## src/rtl/data_ram_write_arbiter_pkg.sv

```systemverilog
// rtl/data_ram_write_arbiter_pkg.sv - shared defaults and grant encoding for the data RAM write arbiter
package data_ram_write_arbiter_pkg;

  localparam int ARB_DATA_WIDTH   = 16;
  localparam int ARB_ADDR_WIDTH   = 8;
  localparam int ARB_QUEUE_DEPTH  = 4;
  localparam int ARB_STARVE_LIMIT = 8;

  typedef enum logic [1:0] {
    GRANT_NONE,
    GRANT_CORE,
    GRANT_DBG
  } grant_e;

endpackage

```

## src/rtl/data_ram_write_arbiter_if.sv

```systemverilog
// rtl/data_ram_write_arbiter_if.sv - core writeback, debug request and RAM write signals of the arbiter
interface data_ram_write_arbiter_if
  import data_ram_write_arbiter_pkg::*;
#(
  parameter int DATA_WIDTH  = ARB_DATA_WIDTH,
  parameter int ADDR_WIDTH  = ARB_ADDR_WIDTH,
  parameter int QUEUE_DEPTH = ARB_QUEUE_DEPTH
);

  logic                           iCoreWriteEnable;
  logic [ADDR_WIDTH-1:0]          iCoreWriteAddress;
  logic [DATA_WIDTH-1:0]          iCoreDataIn;
  logic                           oCoreStall;
  logic                           iDbgValid;
  logic [ADDR_WIDTH-1:0]          iDbgAddress;
  logic [DATA_WIDTH-1:0]          iDbgData;
  logic                           oDbgReady;
  logic                           oRamWriteEnable;
  logic [ADDR_WIDTH-1:0]          oRamWriteAddress;
  logic [DATA_WIDTH-1:0]          oRamDataIn;
  logic [$clog2(QUEUE_DEPTH):0]   oQueueLevel;

  modport master (
    output iCoreWriteEnable, iCoreWriteAddress, iCoreDataIn,
    output iDbgValid, iDbgAddress, iDbgData,
    input  oCoreStall, oDbgReady, oRamWriteEnable, oRamWriteAddress, oRamDataIn, oQueueLevel
  );

  modport slave (
    input  iCoreWriteEnable, iCoreWriteAddress, iCoreDataIn,
    input  iDbgValid, iDbgAddress, iDbgData,
    output oCoreStall, oDbgReady, oRamWriteEnable, oRamWriteAddress, oRamDataIn, oQueueLevel
  );

endinterface

```

## src/rtl/data_ram_write_arbiter_write_queue_fifo.sv

```systemverilog
// rtl/data_ram_write_arbiter_write_queue_fifo.sv - synchronous FIFO holding queued {address, data} debug writes
module write_queue_fifo #(
  parameter int DEPTH = 4,
  parameter int WIDTH = 24
) (
  input  logic                     Clock,
  input  logic                     Reset,
  input  logic                     i_push,
  input  logic [WIDTH-1:0]         i_push_data,
  input  logic                     i_pop,
  output logic [WIDTH-1:0]         o_head_data,
  output logic                     o_full,
  output logic                     o_empty,
  output logic [$clog2(DEPTH):0]   o_level
);

  localparam int PW = $clog2(DEPTH);
  localparam logic [PW:0] LVL_ONE  = (PW+1)'(1);
  localparam logic [PW:0] LVL_FULL = (PW+1)'(DEPTH);

  logic [WIDTH-1:0] r_mem [DEPTH];
  logic [PW-1:0]    r_head;
  logic [PW-1:0]    r_tail;
  logic [PW:0]      r_level;
  logic             w_do_push;
  logic             w_do_pop;

  assign o_full      = (r_level == LVL_FULL);
  assign o_empty     = (r_level == '0);
  assign o_level     = r_level;
  assign o_head_data = r_mem[r_head];
  assign w_do_push   = i_push & ~o_full;
  assign w_do_pop    = i_pop & ~o_empty;

  // Pointers wrap for free because DEPTH is a power of two
  always_ff @(posedge Clock) begin
    if (Reset) begin
      r_head  <= '0;
      r_tail  <= '0;
      r_level <= '0;
    end else begin
      if (w_do_push) begin
        r_mem[r_tail] <= i_push_data;
        r_tail        <= r_tail + 1'b1;
      end
      if (w_do_pop) begin
        r_head <= r_head + 1'b1;
      end
      case ({w_do_push, w_do_pop})
        2'b10:   r_level <= r_level + LVL_ONE;
        2'b01:   r_level <= r_level - LVL_ONE;
        default: r_level <= r_level;
      endcase
    end
  end

endmodule

```

## src/rtl/data_ram_write_arbiter.sv

```systemverilog
// rtl/data_ram_write_arbiter.sv - shares the data RAM write port between core writeback and queued debug writes
module data_ram_write_arbiter
  import data_ram_write_arbiter_pkg::*;
#(
  parameter int DATA_WIDTH   = ARB_DATA_WIDTH,
  parameter int ADDR_WIDTH   = ARB_ADDR_WIDTH,
  parameter int QUEUE_DEPTH  = ARB_QUEUE_DEPTH,
  parameter int STARVE_LIMIT = ARB_STARVE_LIMIT
) (
  input  logic                   Clock,
  input  logic                   Reset,
  data_ram_write_arbiter_if.slave bus
);

  localparam int EW = ADDR_WIDTH + DATA_WIDTH;
  localparam int SW = $clog2(STARVE_LIMIT + 1);
  localparam logic [SW-1:0] STARVE_MAX = SW'(STARVE_LIMIT);

  logic [SW-1:0]                 r_starve;
  logic [EW-1:0]                 w_head;
  logic                          w_full;
  logic                          w_empty;
  logic [$clog2(QUEUE_DEPTH):0]  w_level;
  logic                          w_stall;
  logic                          w_dbg_ready;
  logic                          w_push;
  logic                          w_pop;
  grant_e                        w_grant;

  write_queue_fifo #(
    .DEPTH (QUEUE_DEPTH),
    .WIDTH (EW)
  ) u_fifo (
    .Clock       (Clock),
    .Reset       (Reset),
    .i_push      (w_push),
    .i_push_data ({bus.iDbgAddress, bus.iDbgData}),
    .i_pop       (w_pop),
    .o_head_data (w_head),
    .o_full      (w_full),
    .o_empty     (w_empty),
    .o_level     (w_level)
  );

  // Ready and stall depend only on registered state (plus Reset), never on request inputs
  assign w_dbg_ready = ~w_full & ~Reset;
  assign w_stall     = (r_starve == STARVE_MAX) & ~w_empty & ~Reset;
  assign w_push      = bus.iDbgValid & w_dbg_ready;
  assign w_pop       = (w_grant == GRANT_DBG);

  always_comb begin
    w_grant = GRANT_NONE;
    if (Reset)                       w_grant = GRANT_NONE;
    else if (w_stall)                w_grant = GRANT_DBG;
    else if (w_empty)                w_grant = GRANT_CORE;
    else if (!bus.iCoreWriteEnable)  w_grant = GRANT_DBG;
    else                             w_grant = GRANT_CORE;
  end

  assign bus.oRamWriteEnable  = (w_grant == GRANT_DBG) |
                                ((w_grant == GRANT_CORE) & bus.iCoreWriteEnable);
  assign bus.oRamWriteAddress = (w_grant == GRANT_DBG) ? w_head[EW-1 -: ADDR_WIDTH]
                                                       : bus.iCoreWriteAddress;
  assign bus.oRamDataIn       = (w_grant == GRANT_DBG) ? w_head[DATA_WIDTH-1:0]
                                                       : bus.iCoreDataIn;
  assign bus.oCoreStall       = w_stall;
  assign bus.oDbgReady        = w_dbg_ready;
  assign bus.oQueueLevel      = w_level;

  // Counts core grants taken while debug work is waiting
  always_ff @(posedge Clock) begin
    if (Reset) begin
      r_starve <= '0;
    end else if (w_grant != GRANT_CORE || w_empty) begin
      r_starve <= '0;
    end else if (r_starve != STARVE_MAX) begin
      r_starve <= r_starve + 1'b1;
    end
  end

endmodule

```

## src/flat_wrapper.sv

```systemverilog
// flat-port wrapper written by rule: the top's interface ports become plain ports
module data_ram_write_arbiter_flat import data_ram_write_arbiter_pkg::*;
#(
  parameter int DATA_WIDTH   = ARB_DATA_WIDTH,
  parameter int ADDR_WIDTH   = ARB_ADDR_WIDTH,
  parameter int QUEUE_DEPTH  = ARB_QUEUE_DEPTH,
  parameter int STARVE_LIMIT = ARB_STARVE_LIMIT
)
  (Clock, Reset, bus_iCoreWriteEnable, bus_iCoreWriteAddress, bus_iCoreDataIn, bus_iDbgValid, bus_iDbgAddress, bus_iDbgData, bus_oCoreStall, bus_oDbgReady, bus_oRamWriteEnable, bus_oRamWriteAddress, bus_oRamDataIn, bus_oQueueLevel);
  data_ram_write_arbiter_if #(.DATA_WIDTH(DATA_WIDTH), .ADDR_WIDTH(ADDR_WIDTH), .QUEUE_DEPTH(QUEUE_DEPTH)) bus_i ();
  input  logic Clock;
  input  logic Reset;
  input wire logic [$bits(bus_i.iCoreWriteEnable)-1:0] bus_iCoreWriteEnable;
  input wire logic [$bits(bus_i.iCoreWriteAddress)-1:0] bus_iCoreWriteAddress;
  input wire logic [$bits(bus_i.iCoreDataIn)-1:0] bus_iCoreDataIn;
  input wire logic [$bits(bus_i.iDbgValid)-1:0] bus_iDbgValid;
  input wire logic [$bits(bus_i.iDbgAddress)-1:0] bus_iDbgAddress;
  input wire logic [$bits(bus_i.iDbgData)-1:0] bus_iDbgData;
  output wire logic [$bits(bus_i.oCoreStall)-1:0] bus_oCoreStall;
  output wire logic [$bits(bus_i.oDbgReady)-1:0] bus_oDbgReady;
  output wire logic [$bits(bus_i.oRamWriteEnable)-1:0] bus_oRamWriteEnable;
  output wire logic [$bits(bus_i.oRamWriteAddress)-1:0] bus_oRamWriteAddress;
  output wire logic [$bits(bus_i.oRamDataIn)-1:0] bus_oRamDataIn;
  output wire logic [$bits(bus_i.oQueueLevel)-1:0] bus_oQueueLevel;
  assign bus_i.iCoreWriteEnable = bus_iCoreWriteEnable;
  assign bus_i.iCoreWriteAddress = bus_iCoreWriteAddress;
  assign bus_i.iCoreDataIn = bus_iCoreDataIn;
  assign bus_i.iDbgValid = bus_iDbgValid;
  assign bus_i.iDbgAddress = bus_iDbgAddress;
  assign bus_i.iDbgData = bus_iDbgData;
  assign bus_oCoreStall = bus_i.oCoreStall;
  assign bus_oDbgReady = bus_i.oDbgReady;
  assign bus_oRamWriteEnable = bus_i.oRamWriteEnable;
  assign bus_oRamWriteAddress = bus_i.oRamWriteAddress;
  assign bus_oRamDataIn = bus_i.oRamDataIn;
  assign bus_oQueueLevel = bus_i.oQueueLevel;
  data_ram_write_arbiter #(.DATA_WIDTH(DATA_WIDTH), .ADDR_WIDTH(ADDR_WIDTH), .QUEUE_DEPTH(QUEUE_DEPTH), .STARVE_LIMIT(STARVE_LIMIT)) u_core (.Clock(Clock), .Reset(Reset), .bus(bus_i));
endmodule
```

## config.mk

```make
export PLATFORM = sky130hd
export DESIGN_NAME = data_ram_write_arbiter_flat
export DESIGN_NICKNAME = d
export VERILOG_FILES = /design/src/rtl/data_ram_write_arbiter_pkg.sv /design/src/rtl/data_ram_write_arbiter_if.sv /design/src/rtl/data_ram_write_arbiter_write_queue_fifo.sv /design/src/rtl/data_ram_write_arbiter.sv /design/src/flat_wrapper.sv
export SDC_FILE = /design/constraint.sdc
export NUM_CORES = 1
export LEC_CHECK = 0
export CAP_MARGIN = 0
export CORE_MARGIN = 2
export CORE_UTILIZATION = 45
export DETAILED_ROUTE_END_ITERATION = 10
export PLACE_DENSITY = 0.7
export SLEW_MARGIN = 10
export SYNTH_ARGS = -nofsm -noshare
export SYNTH_HDL_FRONTEND = slang
export SYNTH_SLANG_ARGS = --single-unit
```

## constraint.sdc

```tcl
create_clock -name Clock -period 2.98 [get_ports Clock]
set_clock_uncertainty 0.1 [all_clocks]
set_input_delay 0.447 -clock Clock [delete_from_list [all_inputs] [get_ports Clock]]
set_output_delay 0.447 -clock Clock [all_outputs]
set_load 0.01 [all_outputs]
```

==> metrics.cfg, run 1 <==
[drt]
post-route-drc-count=0
routed_wl_um=7590
drt_iter0_drc=97
first_pass_iters=4
wire_per_inst_um=16.5
vias_per_cell=4.98
num_vias=2293
drtAntennaViolNets=0

[timing]
fin_crit_sh_pct=94.1
finalCriticalPeriod_ps=2800
setup_tns_ps=0
setup_violations=0
slew_viol_final=0
maxSlewHeadroom_pct=72.1
worst_slew_pin_slew_ps=416
hold_viol=0
max_freq_mhz=357
hold-worst-slack_ps=375
rsz0062_at_grt=no

[global_routing]
grt_pass1_wl_um=12100
first_global_vias=2423
grt_antenna_before_repair=0
groute.usage.overall_pct=14.8
grt_max_degree=22
grt_overflow=0

[clock_tree]
h-tree-depth=3
clkSinkCount=109
post_cts_buffers=0
clkTransAtPathRegs_ps=100
cts_resized=27
root_buffer=clkbuf_8
cts_tree=built
cts_buffer_depth=2
cts_buffers=9
clk_latency_ps=360
cts.hold.buffers_added=0

[floorplan]
start_util_pct=46.2
die_w_um=104
placementRows=36
die_area_um2=10800
coreArea_um2=9730
boundaryPins=82
dieHeight_um=104

[layout]
antenna_cells=0
fin_cells=460
nets=382
drive_above_1_share_pct=26.0
syn_to_final_growth_pct=27.1

[place]
dp_cells=444
portBuffers=81
hpwlAfterDp_um=5220
gp_congestion=0.655

[outcome]
outcome=complete, no violations

[synth]
ys_warn_count=0
netlist_instances=225
yosysSeqAreaShare_pct=69.9
async_reset_ff_share_pct=0
synth_top_area_cell=edfxtp_1
synth_edf_count=96
synth_commonest_cells=96 x edfxtp_1, 24 x mux4_2, 17 x mux2_2, 13 x dfxtp_1, 11 x inv_1
synth_top_cell_area_share_pct=64.1
avgSynthCellArea_um2=20.0
syn_nets=285
yosysMostFrequentCell=edfxtp_1
synth.distinct_cells=30
synth_area_um2=4490
synth_ff_type=edfxtp_1
yosys_register_bits=109
synthTopCellsByArea=edfxtp_1 64%, mux4_2 12%, dfxtp_1 5.8%

[power_and_ir_drop]
peakVddDrop_mv=0.231
p_leak_nw=1.91
power_density_nw_per_um2=532

[critical_path]
endpoint_kind=output port
crit_chain=inv_1 > ha_1 > nand3b_4 > a211oi_4 > buf_6 > mux2_2 > dlygate4sd2_1
max_stage_delay_ps=350
required_ps=2430
crit_slowest_cell=dfxtp_1
startpoint_type=flip-flop
regToRegStartpoint=u_core.r_starve[0]
cp-startpoint=u_core.r_starve[0]
worstSetupPathType=flip-flop to output port
cp_max_fo=12
arrival_ps=2260

[flow_run]
cap_viol_max_count=0

[hold_path]
hold_start=u_core.r_starve[0]
hp-class=flip-flop to flip-flop

[metrics by stage]
stage | setup slack (ps) | power [mW] | area [µm²] | util, %
after floorplan | 336 | 2.06 | 4490 | -
after global placement | 149 | 2.27 | 5550 | 57.0
after detailed placement | 80.5 | 2.28 | 5550 | 57.0
after CTS | 135 | 3.08 | 5710 | 58.7
after global routing | 47.4 | 3.17 | 5710 | 58.7
final | 175 | 3.04 | 5710 | 58.7
[final timing paths]
path,end,slack [ps],cells past startpoint
worst max-delay path,bus_oRamWriteAddress[3],180,7
worst max register to register,u_core.u_fifo.o_level[2],340,11
worst min-delay path,u_core.r_starve[0],380,1
worst min register to register,u_core.r_starve[0],380,1
[placed cells by master, fill, tap and decap left out, types with 2 or more instances in the layout]
master           Yosys  layout
nor2_1              10      10
mux4_2              24      24
mux2i_1              3       3
mux2_4               9       9
inv_6                0       2
ha_1                 7       7
buf_4                0       9
nand2b_1             2       2
inv_1               11      11
dlygate4sd2_1        0      24
clkbuf_8             0       9
edfxtp_1            96      96
a21oi_1              3       3
xor2_1               3       3
clkdlybuf4s50_1      0      57
mux2_2              17      17
buf_12               0       3
clkinv_4             0       3
dfxtp_1             13      12
and2_1               4       4
[flip-flops by register name (all words and copies together) (netlist names), named ones only]
name	flops
u_core.u_fifo.r_tail	2
u_core.r_starve	4
u_core.u_fifo.r_mem	96
u_core.u_fifo.o_level	3
u_core.u_fifo.r_head	2
[power by group]
group          internal, mW  total (mW)  switching (mW)
Combinational         0.272       0.464           0.192
Clock                 0.318       0.823           0.505
Sequential             1.73        1.75          0.0293
[worst max-delay path, delay by kind of cell (launching register included)]
family                   cells  cell delay, ps
multiplexers                 1             350
buffers and inverters        3             570
AND/OR/NAND/NOR              1             110
adder cells (fa/ha/maj)      1             190
AO/OA/AOI/OAI                1             300
flip-flops                   1             350
[layer usage]
metal / vias up / track usage (%) / part of all wire, %
met1: 1157 / 18.1 / 43
met4: 0 / 5.21 / 1.0
li1: 1080 / - / -
met3: 6 / 4.01 / 3.8
met5: - / 0 / 0
met2: 50 / 25.5 / 52
[logic make-up after synthesis]
family                   synth area share, %
multiplexers                            20.0
buffers and inverters                   2.37
adder cells (fa/ha/maj)                 2.39
AND/OR/NAND/NOR                         3.51
XOR/XNOR                               0.780
AO/OA/AOI/OAI                           1.06
flip-flops                              69.9
[cell type report]
cell class              count  area (µm²)
clock inverters             7        58.8
inverters                  11        41.3
multi-input cells          96        1240
repair buffers             95         935
fillers                   780        4020
well taps                 133         166
flip-flops and latches    109        3140
clock buffers               9         124
(Power assumes the default switching activity.)
==> run 2: changes to the inputs <==
Settings changed: MAX_ROUTING_LAYER from default to met4.
==> run 2 against run 1 <==
Sequential cell count unchanged. Cell count unchanged. Critical path depth unchanged. Power about the same. Hold slack unchanged. Fmax about the same. Global-route usage increased by 0.45 points. Via count about the same. First-iteration DRC count increased by 2.1%. Core utilization unchanged. Largest power group unchanged. Highest routed layer unchanged.
==> metrics.cfg, run 2 (synthesis gave the netlist of run 1 again) <==
[power_and_ir_drop]
p_total_mw=3.04
p_seq_share_pct=57.7
p_clk_share_pct=27.0
p_comb_share_pct=15.3
netSwitchingPower_uw=726
peakVddDrop_mv=0.231
power_density_nw_per_um2=532
p_leak_nw=1.91
swShare_pct=23.9
power.internal_mw=2.31

[place]
gp_congestion=0.661
hpwlAfterDp_um=5220
portBuffers=81
pre_cts_slack_ps=80.5
dp_cells=444

[drt]
post-route-drc-count=0
wire_per_inst_um=16.5
first_pass_iters=4
drtAntennaViolNets=0
vias_per_cell=4.99
routed_wl_um=7580
drt_iter0_drc=99
num_vias=2294

[global_routing]
grt_pass1_wl_um=12100
groute.usage.overall_pct=15.3
grt_max_degree=22
grt_antenna_before_repair=0
grt_overflow=0
first_global_vias=2420

[floorplan]
coreArea_um2=9730
die_w_um=104
placementRows=36
die_area_um2=10800
start_util_pct=46.2
dieHeight_um=104
boundaryPins=82

[timing]
setup_tns_ps=0
max_freq_mhz=357
fin_crit_sh_pct=94.1
hold-worst-slack_ps=375
timing.final.ws_setup_ps=175
setup_violations=0
rsz0062_at_grt=no
maxSlewHeadroom_pct=72.1
hold_viol=0
worst_slew_pin_slew_ps=417
slew_viol_final=0
finalCriticalPeriod_ps=2810

[layout]
n_fill_cell=780
drive_above_1_share_pct=26.0
regMostFlops=u_core.u_fifo.r_mem
layout_commonest_cell=edfxtp_1
mostFrequentLayoutCells=96 x edfxtp_1, 57 x clkdlybuf4s50_1, 24 x mux4_2, 24 x dlygate4sd2_1, 17 x mux2_2
antenna_cells=0
syn_to_final_growth_pct=27.1
nets=382
fin_cells=460
largest_reg_flops=96

[clock_tree]
cts_buffers=9
clk_latency_ps=360
h-tree-depth=3
cts.hold.buffers_added=0
cts_buffer_depth=2
clkTransAtPathRegs_ps=100
root_buffer=clkbuf_8
post_cts_buffers=0
clkSinkCount=109
cts_resized=27
cts_tree=built

[hold_path]
hp-class=flip-flop to flip-flop
hold_start=u_core.r_starve[0]

[critical_path]
regToRegStartpoint=u_core.r_starve[0]
arrival_ps=2260
cp_max_fo=12
required_ps=2430
cp-startpoint=u_core.r_starve[0]
endpoint_kind=output port
worstSetupPathType=flip-flop to output port
startpoint_type=flip-flop

[outcome]
outcome=complete, no violations

[flow_run]
cap_viol_max_count=0

run 2: cell counts in the layout (fill, tap and decap cells not counted):
Identical to the previous run, type by type.
run 2: path summary, 6_finish.rpt:
kind | endpoint | depth (start not counted) | slack, ps
max | bus_oRamWriteAddress[3] | 7 | 170
min | u_core.r_starve[0] | 1 | 380
max reg2reg | u_core.u_fifo.o_level[2] | 11 | 340
min reg2reg | u_core.r_starve[0] | 1 | 380
run 2: critical path, cell delays in order (launching register included):
cell and delay (ps):
dfxtp_1 350, inv_1 60, ha_1 190, nand3b_4 110, a211oi_4 300, buf_6 230
mux2_2 350, dlygate4sd2_1 280
run 2: metrics by stage:
step / util, % / instance area, µm²
2_1_floorplan: - / 4490
3_3_place_gp: 57.0 / 5550
3_5_place_dp: 57.0 / 5550
4_1_cts: 58.7 / 5710
5_1_grt: 58.7 / 5710
6_report: 58.7 / 5710
run 2: final cells by class:
type,instances,area [µm²],share of cell area [%]
clock inverters,7,58.8,1.03
inverters,11,41.3,0.723
well taps,133,166,2.91
repair buffers,95,935,16.4
flip-flops and latches,109,3140,55.0
multi-input cells,96,1240,21.8
clock buffers,9,124,2.17
run 2: per-layer routing:
metal	wire length [µm]	global-route usage, %
met3	280	3.82
met4	93	5.21
met1	3260	18.3
met5	0	-
met2	3940	25.5
run 2: power by group through the flow:
stage               registers, mW  clock network (mW)  logic (mW)
finish                       1.75               0.823       0.464
global route                 1.76               0.906       0.503
CTS                          1.76               0.849       0.474
detailed placement           1.79                   0       0.494
global placement             1.79                   0       0.486
floorplan                    1.78                   0       0.277
==> run 3: changes to the inputs <==
Settings changed: CELL_PAD_IN_SITES_DETAIL_PLACEMENT from default to 0, CELL_PAD_IN_SITES_GLOBAL_PLACEMENT from default to 1, CORE_ASPECT_RATIO from default to 0.8, CORE_UTILIZATION 45 to 44, PLACE_DENSITY 0.7 to default, PLACE_DENSITY_LB_ADDON from default to 0.1.
==> run 3 against run 2 <==
Routed wire length is 3.6% higher. Die area is 2.2% higher. Critical path depth stayed put. Design area is 3.7% higher. Core utilization is 1.9 points higher. Highest routed layer unchanged.
==> metrics.cfg, run 3 (synthesis gave the netlist of run 1 again) <==
[global_routing]
groute.usage.overall_pct=15.7
first_global_vias=2320
grt_antenna_before_repair=0
grt_overflow=0
grt_pass1_wl_um=12200
grt_max_degree=25

[critical_path]
endpoint_kind=output port
arrival_ps=2340
required_ps=2430
crit_slowest_cell=clkdlybuf4s50_1
startpoint_type=flip-flop
ff2ff_path_depth=11
cp_max_fo=14
cp.buffers_inverters=3
max_stage_delay_ps=480
crit_chain=inv_1 > ha_1 > nand3b_4 > a211oi_4 > buf_12 > mux2_4 > clkdlybuf4s50_1
worstSetupPathType=flip-flop to output port
cp.depth=7
crit_family=buffers and inverters

[floorplan]
dieHeight_um=94.4
placementRows=32
boundaryPins=82
die_w_um=117
die_area_um2=11000
start_util_pct=46.0
coreArea_um2=9770

[timing]
setup_violations=0
fin_crit_sh_pct=96.9
finalCriticalPeriod_ps=2890
slew_viol_final=0
rsz0062_at_grt=no
maxSlewHeadroom_pct=71.8
max_freq_mhz=346
setup_tns_ps=0
worst_slew_pin_slew_ps=421
hold_viol=0

[layout]
largest_reg_flops=96
seq_area_um2=3140
stdcell_area_um2=5930
multi_input_area_um2=1240
regMostFlops=u_core.u_fifo.r_mem
mostFrequentLayoutCells=96 x edfxtp_1, 63 x clkdlybuf4s50_1, 24 x mux4_2
nets=385
syn_to_final_growth_pct=31.8
final_util_pct=60.7
n_fill_cell=763
layout_commonest_cell=edfxtp_1
antenna_cells=0
drive_above_1_share_pct=26.7

[hold_path]
hp-class=flip-flop to flip-flop
whs_path_depth=1

[drt]
drtAntennaViolNets=0
first_pass_iters=4
wire_per_inst_um=16.9
post-route-drc-count=0
drt_iter0_drc=111
vias_per_cell=4.91
routed_wl_um=7850
num_vias=2287

[place]
dpl_cell_area_um2=5580
hpwlAfterDp_um=5080
gp_congestion=0.689
portBuffers=81

[clock_tree]
cts.hold.buffers_added=0
cts_tree=built
cts_buffer_depth=2
cts_buffers=9
clkSinkCount=109
clkTransAtPathRegs_ps=70
h-tree-depth=3
clk_latency_ps=340
root_buffer=clkbuf_16

[power_and_ir_drop]
p_leak_nw=2.05
power_density_nw_per_um2=568
peakVddDrop_mv=0.357

[flow_run]
cap_viol_max_count=0

[outcome]
outcome=complete, no violations

## run 3: cell count changes in the layout (fill, tap and decap cells not counted), sizes merged
cell,delta
buf,+3
clkbuf,+1
clkdlybuf4s50,+6
clkinv,-3
dlygate4sd2,-16
dlymetal6s2s,+10
inv,+2
## run 3: what timing repair did
item,in CTS,in global routing
pin swaps,0,1
buffers inserted,0,6
setup endpoints to repair,15,16
resized for setup,9,10
## run 3: stage by stage
| stage | worst slack, ps | hold WS [ps] | total power, mW | cells |
|---|---|---|---|---|
| global route | 1.97 | 404 | 3.52 | 466 |
| detailed placement | 133 | 372 | 2.30 | 444 |
| CTS | 1.79 | 380 | 3.41 | 460 |
| finish | 92.4 | 375 | 3.37 | 466 |
| global placement | 162 | 350 | 2.29 | 444 |
| floorplan | 336 | 330 | 2.06 | 225 |
## run 3: metal layers
metal,up-vias,share of wire [%],GRT usage (%)
met1,1118,44,19.7
met4,0,0.70,3.24
met2,77,49,25.3
met3,4,6.9,5.33
li1,1088,-,-
met5,-,0,-
## run 3: worst register-to-register path: stages (launching register included)
cell	delay, ps
dfxtp_1	340
inv_1	60
ha_1	190
nand3b_4	120
a211oi_4	300
buf_6	170
ha_1	180
inv_1	60
fa_1	380
xor2_1	160
or3_1	300
a21oi_1	130
## run 3: area by class of cell
| class | count | area share, % |
|---|---|---|
| clock inverters | 6 | 0.866 |
| repair buffers | 98 | 17.6 |
| clock buffers | 10 | 3.86 |
| multi-input cells | 96 | 21.0 |
| flip-flops and latches | 109 | 53.1 |
| well taps | 136 | 2.87 |
| inverters | 11 | 0.697 |
## run 3: path summary, 6_finish.rpt
| kind | to | from | slack (ps) |
|---|---|---|---|
| max | bus_oRamDataIn[11] | u_core.r_starve[0] | 90 |
| min | u_core.r_starve[0] | u_core.r_starve[0] | 370 |
| max reg2reg | u_core.u_fifo.o_level[2] | u_core.r_starve[0] | 430 |
| min reg2reg | u_core.r_starve[0] | u_core.r_starve[0] | 370 |
## run 3: where the power goes
| group | switching [mW] | internal [mW] | total [mW] |
|---|---|---|---|
| Clock | 0.530 | 0.584 | 1.11 |
| Sequential | 0.0332 | 1.73 | 1.76 |
| Combinational | 0.194 | 0.299 | 0.493 |
